**src/rtl/iot_monitor_pkg.sv**
```systemverilog
// Shared constants and helpers for the multi-channel IoT device monitor.
package iot_monitor_pkg;

    localparam int unsigned MODE_WRAP = 0;
    localparam int unsigned MODE_SAT  = 1;

    // Index/extension width that never collapses to zero bits for small counts.
    function automatic int unsigned clog2_min1(input int unsigned n);
        return (n <= 2) ? 1 : $clog2(n);
    endfunction

endpackage

```
**src/rtl/iot_chan_counter.sv**
```systemverilog
// Single-channel up/down device counter with wrap or clamp at the range limits.
module iot_chan_counter
    import iot_monitor_pkg::*;
#(
    parameter int unsigned WIDTH    = 8,
    parameter int unsigned SATURATE = MODE_WRAP
) (
    input  logic             clk,
    input  logic             rst,
    input  logic             change,
    input  logic             on_off,
    output logic [WIDTH-1:0] count,
    output logic             bnd_c
);

    localparam logic [WIDTH-1:0] CNT_MAX = '1;

    logic at_limit;

    // The step in progress would cross the top (up) or bottom (down) of the range.
    assign at_limit = on_off ? (count == CNT_MAX) : (count == '0);
    assign bnd_c    = change & at_limit;

    always_ff @(posedge clk) begin
        if (rst) begin
            count <= '0;
        end else if (change) begin
            if (at_limit && (SATURATE == MODE_SAT)) begin
                count <= count;
            end else if (on_off) begin
                count <= count + WIDTH'(1);
            end else begin
                count <= count - WIDTH'(1);
            end
        end
    end

endmodule

```
**src/rtl/iot_monitor_multi.sv**
```systemverilog
// Multi-channel active-device monitor: per-channel counters, registered total,
// hysteresis alarm, sticky boundary flags and a registered host read-back port.
module iot_monitor_multi
    import iot_monitor_pkg::*;
#(
    parameter  int unsigned WIDTH    = 8,
    parameter  int unsigned NCH      = 4,
    parameter  int unsigned SATURATE = MODE_WRAP,
    parameter  int unsigned HI_TH    = 200,
    parameter  int unsigned LO_TH    = 100,
    localparam int unsigned SEL_W    = clog2_min1(NCH),
    localparam int unsigned TOT_W    = WIDTH + clog2_min1(NCH)
) (
    input  logic                 clk,
    input  logic                 rst,
    input  logic [NCH-1:0]       change,
    input  logic [NCH-1:0]       on_off,
    input  logic                 clr_flags,
    input  logic [SEL_W-1:0]     rd_sel,
    output logic [WIDTH-1:0]     rd_data,
    output logic [NCH*WIDTH-1:0] counters,
    output logic [TOT_W-1:0]     total,
    output logic                 alarm,
    output logic [NCH-1:0]       bnd_flag
);

    localparam int unsigned NSEL = 1 << SEL_W;

    logic [WIDTH-1:0] cnt    [NCH];
    logic [WIDTH-1:0] rd_tbl [NSEL];
    logic [NCH-1:0]   bnd_ev;
    logic [TOT_W-1:0] sum_c;

    for (genvar g = 0; g < NCH; g++) begin : g_chan
        iot_chan_counter #(
            .WIDTH    (WIDTH),
            .SATURATE (SATURATE)
        ) u_chan (
            .clk    (clk),
            .rst    (rst),
            .change (change[g]),
            .on_off (on_off[g]),
            .count  (cnt[g]),
            .bnd_c  (bnd_ev[g])
        );
        assign counters[g*WIDTH +: WIDTH] = cnt[g];
    end

    // Read table padded to the full select range; unused selects read as zero.
    for (genvar g = 0; g < NSEL; g++) begin : g_rd
        if (g < NCH) begin : g_live
            assign rd_tbl[g] = cnt[g];
        end else begin : g_pad
            assign rd_tbl[g] = '0;
        end
    end

    always_comb begin
        sum_c = '0;
        for (int unsigned i = 0; i < NCH; i++) begin
            sum_c = sum_c + TOT_W'(cnt[i]);
        end
    end

    always_ff @(posedge clk) begin
        if (rst) begin
            total    <= '0;
            alarm    <= 1'b0;
            bnd_flag <= '0;
            rd_data  <= '0;
        end else begin
            total <= sum_c;
            // Hysteresis band: between the thresholds the alarm keeps its state.
            if (total > TOT_W'(HI_TH)) begin
                alarm <= 1'b1;
            end else if (total < TOT_W'(LO_TH)) begin
                alarm <= 1'b0;
            end
            // A boundary event in the same cycle survives a clear.
            bnd_flag <= (clr_flags ? '0 : bnd_flag) | bnd_ev;
            rd_data  <= rd_tbl[rd_sel];
        end
    end

endmodule

```
**config.mk**
```make
export PLATFORM = sky130hd
export DESIGN_NAME = iot_monitor_multi
export DESIGN_NICKNAME = d
export VERILOG_FILES = /design/src/rtl/iot_monitor_pkg.sv /design/src/rtl/iot_chan_counter.sv /design/src/rtl/iot_monitor_multi.sv
export SDC_FILE = /design/constraint.sdc
export NUM_CORES = 1
export LEC_CHECK = 0
export ABC_AREA = 0
export BUFFER_PORTS_ARGS = -buffer_cell sky130_fd_sc_hd__buf_2
export CELL_PAD_IN_SITES_DETAIL_PLACEMENT = 0
export CELL_PAD_IN_SITES_GLOBAL_PLACEMENT = 2
export CORE_ASPECT_RATIO = 0.5
export CORE_UTILIZATION = 35
export DETAILED_ROUTE_END_ITERATION = 12
export PLACE_DENSITY = 0.88
export SLEW_MARGIN = 20
export SYNTH_ARGS = -nofsm -noshare
export SYNTH_HDL_FRONTEND = slang
export SYNTH_SLANG_ARGS = --single-unit
```
**constraint.sdc**
```tcl
create_clock -name clk -period 4.06 [get_ports clk]
set_clock_uncertainty 0.2 [all_clocks]
set_input_delay 0.609 -clock clk [delete_from_list [all_inputs] [get_ports clk]]
set_output_delay 0.609 -clock clk [all_outputs]
set_load 0.005 [all_outputs]
```
==> results of run 1 <==
==> cells by family after synthesis <==
family | after synthesis | share of synthesized area
compound gates | 84 | 0.140
mux | 28 | 0.100
fa+ha+maj | 53 | 0.204
simple gates | 130 | 0.170
flops | 55 | 0.276
xor+xnor | 24 | 0.0527
buf+inv | 60 | 0.0571
==> final cells by class <==
| cell class | count | area (um2) |
|---|---|---|
| Clock inverter | 2 | 60.1 |
| Inverter | 46 | 173 |
| Sequential cell | 55 | 1100 |
| Multi-Input combinational cell | 319 | 2660 |
| Timing Repair Buffer | 79 | 438 |
| Tap cell | 145 | 181 |
| Fill cell | 1117 | 6300 |
| Clock buffer | 6 | 129 |
==> power groups by stage <==
| stage | Clock [mW] | Sequential (mW) | Combinational [mW] |
|---|---|---|---|
| 6_report | 0.560 | 0.749 | 1.03 |
| 5_1_grt | 0.594 | 0.764 | 1.17 |
| 4_1_cts | 0.573 | 0.749 | 1.03 |
| 3_5_place_dp | 0 | 0.761 | 1.02 |
| 3_3_place_gp | 0 | 0.761 | 1.02 |
| 2_1_floorplan | 0 | 0.751 | 0.707 |
==> path summary, 6_finish.rpt <==
kind | start | end | slack [ns] | depth (start not counted)
worst max-delay path | g_chan[1].u_chan.count[1] | total[9] | 0.58 | 11
worst min-delay path | bnd_flag[1] | bnd_flag[1] | 0.27 | 2
worst max register to register | g_chan[1].u_chan.count[1] | total[9] | 0.58 | 11
worst min register to register | bnd_flag[1] | bnd_flag[1] | 0.27 | 2
==> metrics by stage <==
stage,hold slack (ns),worst slack [ns]
after floorplan,0.266,0.754
final,0.271,0.584
after global routing,0.295,0.363
after global placement,0.258,0.658
after detailed placement,0.265,0.590
after CTS,0.275,0.572
==> registers in the layout (all words and copies together), names as in the netlist <==
register             flops
total                   10
alarm                    1
bnd_flag                 4
g_chan.u_chan.count     32
rd_data                  8
==> worst register-to-register path, cell delays in order (launching register included) <==
cell and delay (ns):
dfxtp_1 0.50, inv_1 0.11, fa_1 0.51, inv_1 0.05, fa_1 0.45, ha_1 0.25
fa_1 0.41, a21o_1 0.19, a21oi_1 0.26, o21a_1 0.16, nor2_1 0.05, o31a_1 0.24
==> synth_stat cells (4+ instances only) <==
cell      number
a211oi_1       7
fa_1          20
nor2b_1       11
inv_1         46
a31oi_1        5
mux4_2         8
xnor2_1       14
buf_1          4
mux2i_1       16
nor4_1         8
a21oi_1       19
clkbuf_1       8
nand4_1        8
a31o_1         4
nor2_1        41
o311ai_0       5
nand3_1       10
and4_1         4
nor3b_1        4
a21o_1        14
o21a_1         9
mux2_4         4
nand2_1       14
ha_1          33
xor2_1        10
o21ai_0       12
nand2b_1      12
nor3_1        14
dfxtp_1       55
o22ai_1        4
==> layer usage <==
layer / share of wire / vias up / global-route usage / routed length (um)
met5: 0 / - / 0 / 0
met4: 0.0083 / 0 / 0.0394 / 87
li1: - / 1678 / - / -
met2: 0.41 / 93 / 0.276 / 4290
met3: 0.060 / 8 / 0.0307 / 633
met1: 0.52 / 1598 / 0.276 / 5500
==> results by group, run 1 <==
Detailed routing
  • Post-DRT Antenna Nets: 0
  • Vias post-DR: 3377
  • Drt wl/cell: 16.1 um
  • Drt drc: 0
  • DR iter-0 viols: 200
  • Final wirelength: 10500 um
  • DRT Pass-1 Iters: 4
  • Via density: 5.18

Power and ir drop
  • Comb pwr share: 0.440
  • Power, Total: 2.34 mW
  • Max IR drop VDD: 0.154 mV
  • Sequential Power Share: 0.320
  • Clock power frac: 0.240
  • Internal power: 1.47 mW
  • Power Density: 493 nW/um2
  • Sw Ratio: 0.369
  • Leak Pwr: 2.22 nW
  • Sw Pwr: 0.862 mW

Global routing
  • Total track usage: 0.185
  • Number of global-route vias before repair: 3184
  • GRT overflow: 0
  • Initial antenna violation count: 0
  • Largest net degree at the start of global routing: 76
  • First-pass GRT wire length: 17100 um

STA
  • Fmax achieved: 0.288 GHz
  • Final hold violation count: 0
  • Minimum clock period: 3.48 ns
  • RSZ-0062 raised after global routing: false
  • Max-slew violations: 0
  • Crit share post-route: 0.856
  • Final setup fails: 0
  • Setup TNS Final: 0 ns
  • Slew margin rel.: 0.656
  • Least-Margin Pin Slew: 0.516 ns

Placement
  • Placed cells: 644
  • Placed cell area: 4550 um2
  • Dpl hpwl: 8180 um
  • RD Place Congestion: 0.817
  • Port bufs: 67

Finish
  • Most frequent cells in the layout: 67 x buf_2, 55 x dfxtp_1, 46 x inv_1
  • Finished Cell Area: 4740 um2
  • Synthesis-to-layout area growth: 18.9%
  • Diodes inserted: 0
  • Non-filler instance count after layout: 652
  • Final net count: 572
  • Most common cell after layout, fill and taps aside: buf_2
  • Final core occ: 0.429
  • Layout cells sized above 1: 0.193

CTS
  • Total CTS buffers: 5
  • CTS hold repair buffers: 0
  • Clock latency on the worst-skew pair: 0.30 ns
  • # H-tree levels: 2
  • Clock transition at path regs: 0.07 ns
  • Setup Buffers After CTS: 0
  • Clock buffer depth: 2
  • CTS tree: yes
  • CTS Root Cell: clkbuf_16
  • Clk sinks: 55
  • Cts repair resizes: 0

Synth
  • Cells after synthesis: 434
  • Top-area cell type share of the netlist area: 0.276
  • Syn Area/Cell: 9.19 um2
  • Async set or reset register ratio after synthesis: 0
  • Synthesis-stage register bit count: 55
  • Syn Nets: 500
  • Post-synth EDFFs: 0
  • Sequential area share after synthesis: 0.276
  • Ys flop type: dfxtp_1
  • Mapped cell area: 3990 um2
  • Netlist cell types: 36
  • Dominant cell type by area after synthesis: dfxtp_1
  • Top area cells in the synthesized netlist: dfxtp_1 28%, ha_1 10%, fa_1 10%
  • Total number of yosys warnings: 0

Flow run
  • Max cap viols: 0

Floorplanning
  • Die H: 77.5 um
  • Initial core utilization: 0.361
  • Row count: 27
  • Ports: 68
  • Die Width: 153 um
  • Core area: 11000 um2
  • Die area: 11900 um2

Worst setup path
  • WS Path Type: reg -> reg
  • Slowest-stage cell, CP: fa_1
  • Max incr delay on CP: 0.51 ns
  • Crit path arrival time: 3.47 ns
  • Crit-path max FO: 8
  • CP Data Required Time: 4.05 ns
  • Crit path cell chain: inv_1 > fa_1 > inv_1 > fa_1 > ha_1 > fa_1 > a21o_1 > a21oi_1 > o21a_1 > nor2_1 > o31a_1
  • Worst Path Buf+Inv: 2
  • Most frequent CP cell: fa_1
  • Delay-heaviest family, CP: adder cells
  • CP Launch Type: register
  • CP endpoint kind: register

Min path
  • HP Class: reg -> reg

Run status
  • Outcome: complete, no violations
Power figures use the tool's default switching activity.
==> run 2, diff against run 1 <==
GPL_TIMING_DRIVEN = 0   (was not set)
PLACE_DENSITY = 0.87   (was 0.88)
SYNTH_HIERARCHICAL = 1   (was not set)
==> results by group, run 2 <==
Global routing
  • Total track usage: 0.183
  • Initial antenna violation count: 0
  • Largest net degree at the start of global routing: 18
  • GRT overflow: 0
  • First-pass GRT wire length: 17900 um
  • Number of global-route vias before repair: 3582

STA
  • RSZ-0062 raised after global routing: false
  • Setup TNS Final: 0 ns
  • Crit share post-route: 0.852
  • Final setup fails: 0
  • Final hold violation count: 0
  • Fmax achieved: 0.289 GHz
  • Minimum clock period: 3.46 ns
  • Slew margin rel.: 0.641
  • Max-slew violations: 0
  • Least-Margin Pin Slew: 0.539 ns

Synth
  • Syn Nets: 538
  • Syn Area/Cell: 9.04 um2
  • Top area cells in the synthesized netlist: dfxtp_1 26%, ha_1 9.7%, fa_1 9.4%
  • Sequential area share after synthesis: 0.258
  • Total number of yosys warnings: 6
  • Fraction of synthesized area in multiplexers: 0.0871
  • Most frequent cell after synthesis: dfxtp_1
  • Post-synth EDFFs: 0
  • Netlist cell types: 46
  • Mapped cell area: 4270 um2
  • Cells after synthesis: 472
  • Dominant cell type by area after synthesis: dfxtp_1
  • Ys flop type: dfxtp_1
  • Synthesis-stage register bit count: 55
  • Synth top cells by count: 55 x dfxtp_1, 45 x nor2_1, 43 x inv_1
  • Async set or reset register ratio after synthesis: 0
  • Top-area cell type share of the netlist area: 0.258
  • Adder-Cell Fraction of Synth Area: 0.191
  • Post-Synth XOR/XNOR Area: 0.0349
  • Largest family of logic cells by synthesized area: simple AND/OR/NAND/NOR gates
  • Synth Area in Compound Gates: 0.172
  • Simple-gate share of the synthesized area: 0.207

Power and ir drop
  • Leak Pwr: 2.21 nW
  • Power Density: 463 nW/um2
  • Max IR drop VDD: 0.179 mV
  • Power, Total: 2.29 mW

Detailed routing
  • Met1 WL: 5410 um
  • Via density: 5.16
  • Vias post-DR: 3663
  • Met2 WL: 4860 um
  • Post-DRT Antenna Nets: 0
  • DR iter-0 viols: 123
  • Drt drc: 0
  • Highest Signal Layer: met4
  • Final wirelength: 10800 um
  • Drt wl/cell: 15.2 um
  • DRT Pass-1 Iters: 5
  • Met3 WL: 389 um

Worst setup path
  • Worst Setup SP: g_chan[1].u_chan/count[1]
  • Crit-path max FO: 8
  • CP Data Required Time: 4.03 ns
  • Max incr delay on CP: 0.60 ns
  • FF-to-FF Start: g_chan[1].u_chan/count[1]
  • CP endpoint kind: register
  • Crit path cell chain: fa_1 > fa_1 > ha_1 > fa_1 > a211oi_1 > o21ai_0 > a211oi_1 > nor3_1
  • CP Launch Type: register
  • Crit path arrival time: 3.43 ns
  • Most frequent CP cell: fa_1
  • Slowest-stage cell, CP: dfxtp_1
  • WS Path Type: reg -> reg

CTS
  • Clk sinks: 55
  • Clock latency on the worst-skew pair: 0.29 ns
  • Clock transition at path regs: 0.07 ns
  • CTS tree: yes
  • Cts repair resizes: 0
  • CTS Root Cell: clkbuf_16
  • Total CTS buffers: 5
  • # H-tree levels: 2
  • CTS hold repair buffers: 0
  • Setup Buffers After CTS: 0
  • Clock buffer depth: 2

Finish
  • Filler Cell Count: 1228
  • Biggest regs: g_chan.u_chan/count x32, total x10, rd_data x8
  • Most frequent cells in the layout: 70 x buf_2, 55 x dfxtp_1, 45 x nor2_1
  • Finished Cell Area: 4950 um2
  • Layout cells sized above 1: 0.206
  • Flip-flop count of the largest register after layout: 32
  • Final net count: 610
  • Synthesis-to-layout area growth: 16.1%
  • Diodes inserted: 0
  • Most flop-heavy register: g_chan.u_chan/count
  • Most common cell after layout, fill and taps aside: buf_2

Min path
  • HP Class: reg -> reg
  • Hold Startpoint: bnd_flag[2]

Floorplanning
  • Die H: 80.1 um
  • Die area: 12700 um2
  • Row count: 28
  • Initial core utilization: 0.360
  • Die Width: 158 um
  • Ports: 68
  • Core area: 11800 um2

Placement
  • Dpl hpwl: 8470 um
  • Placed cell area: 4800 um2
  • RD Place Congestion: 0.779
  • Port bufs: 65

Flow run
  • Max cap viols: 0

Run status
  • Outcome: complete, no violations
==> run 2: changes by cell type in the layout (fill, tap and decap cells not counted), moves of 5 or more <==
cell      previous run  this run
nand3_1             10        20
o21a_1               9         1
xor2_1              10         0
nor3b_1              4        13
nor4b_1              0         5
a211oi_2             0         5
nand2b_1            12         1
buf_4               11         0
nand2_1             14        21
nor2b_1             11        16
a21oi_1             19        31
o311ai_0             5         0
==> run 2: worst max-delay path, delay by kind of cell, from the launching register on <==
family | cells | cell delay [ns]
fa+ha+maj | 4 | 1.69
flops | 1 | 0.60
simple gates | 1 | 0.08
compound gates | 3 | 0.75
==> run 2: area by class of cell <==
type                       instances  area (um2)  share of cell area
tap                              165         206              0.0417
sequential                        55        1100               0.222
timing repair buffer              65         325              0.0657
clock buffer                       8         156              0.0316
multi-input combinational        361        2950               0.595
buffer                            13        55.1              0.0111
inverter                          43         161              0.0326
==> run 2: cells by family after synthesis <==
group	count (synthesis)
simple gates	159
compound gates	107
buf+inv	56
flops	55
fa+ha+maj	53
mux	25
xor+xnor	17
==> run 2: worst paths after layout <==
kind              slack, ns     endpoint  depth (start not counted)
setup / recovery       0.60     total[9]                          8
setup reg to reg       0.60     total[9]                          8
hold / removal         0.29  bnd_flag[2]                          2
hold reg to reg        0.29  bnd_flag[2]                          2
==> run 2: where the power goes <==
group          internal [mW]  leakage, nW  total [mW]  switching (mW)
clock                  0.263       0.0772       0.457           0.194
combinational          0.505         1.68        1.04           0.536
sequential             0.640        0.454       0.794           0.154
total                   1.41         2.21        2.29           0.884
==> run 2: routing by layer <==
layer	track usage	up-vias
met4	0.0327	0
met5	0	-
met3	0.0351	10
met2	0.304	40
li1	-	1848
met1	0.247	1765
==> run 2: through the flow <==
| step | util | setup WS, ns | instances | hold WS, ns |
|---|---|---|---|---|
| detailed placement | 0.405 | 0.651 | 702 | 0.279 |
| CTS | 0.418 | 0.599 | 710 | 0.296 |
| global route | 0.418 | 0.413 | 710 | 0.340 |
| global placement | 0.405 | 0.631 | 702 | 0.272 |
| floorplan | - | 0.986 | 472 | 0.279 |
| finish | 0.418 | 0.603 | 710 | 0.290 |
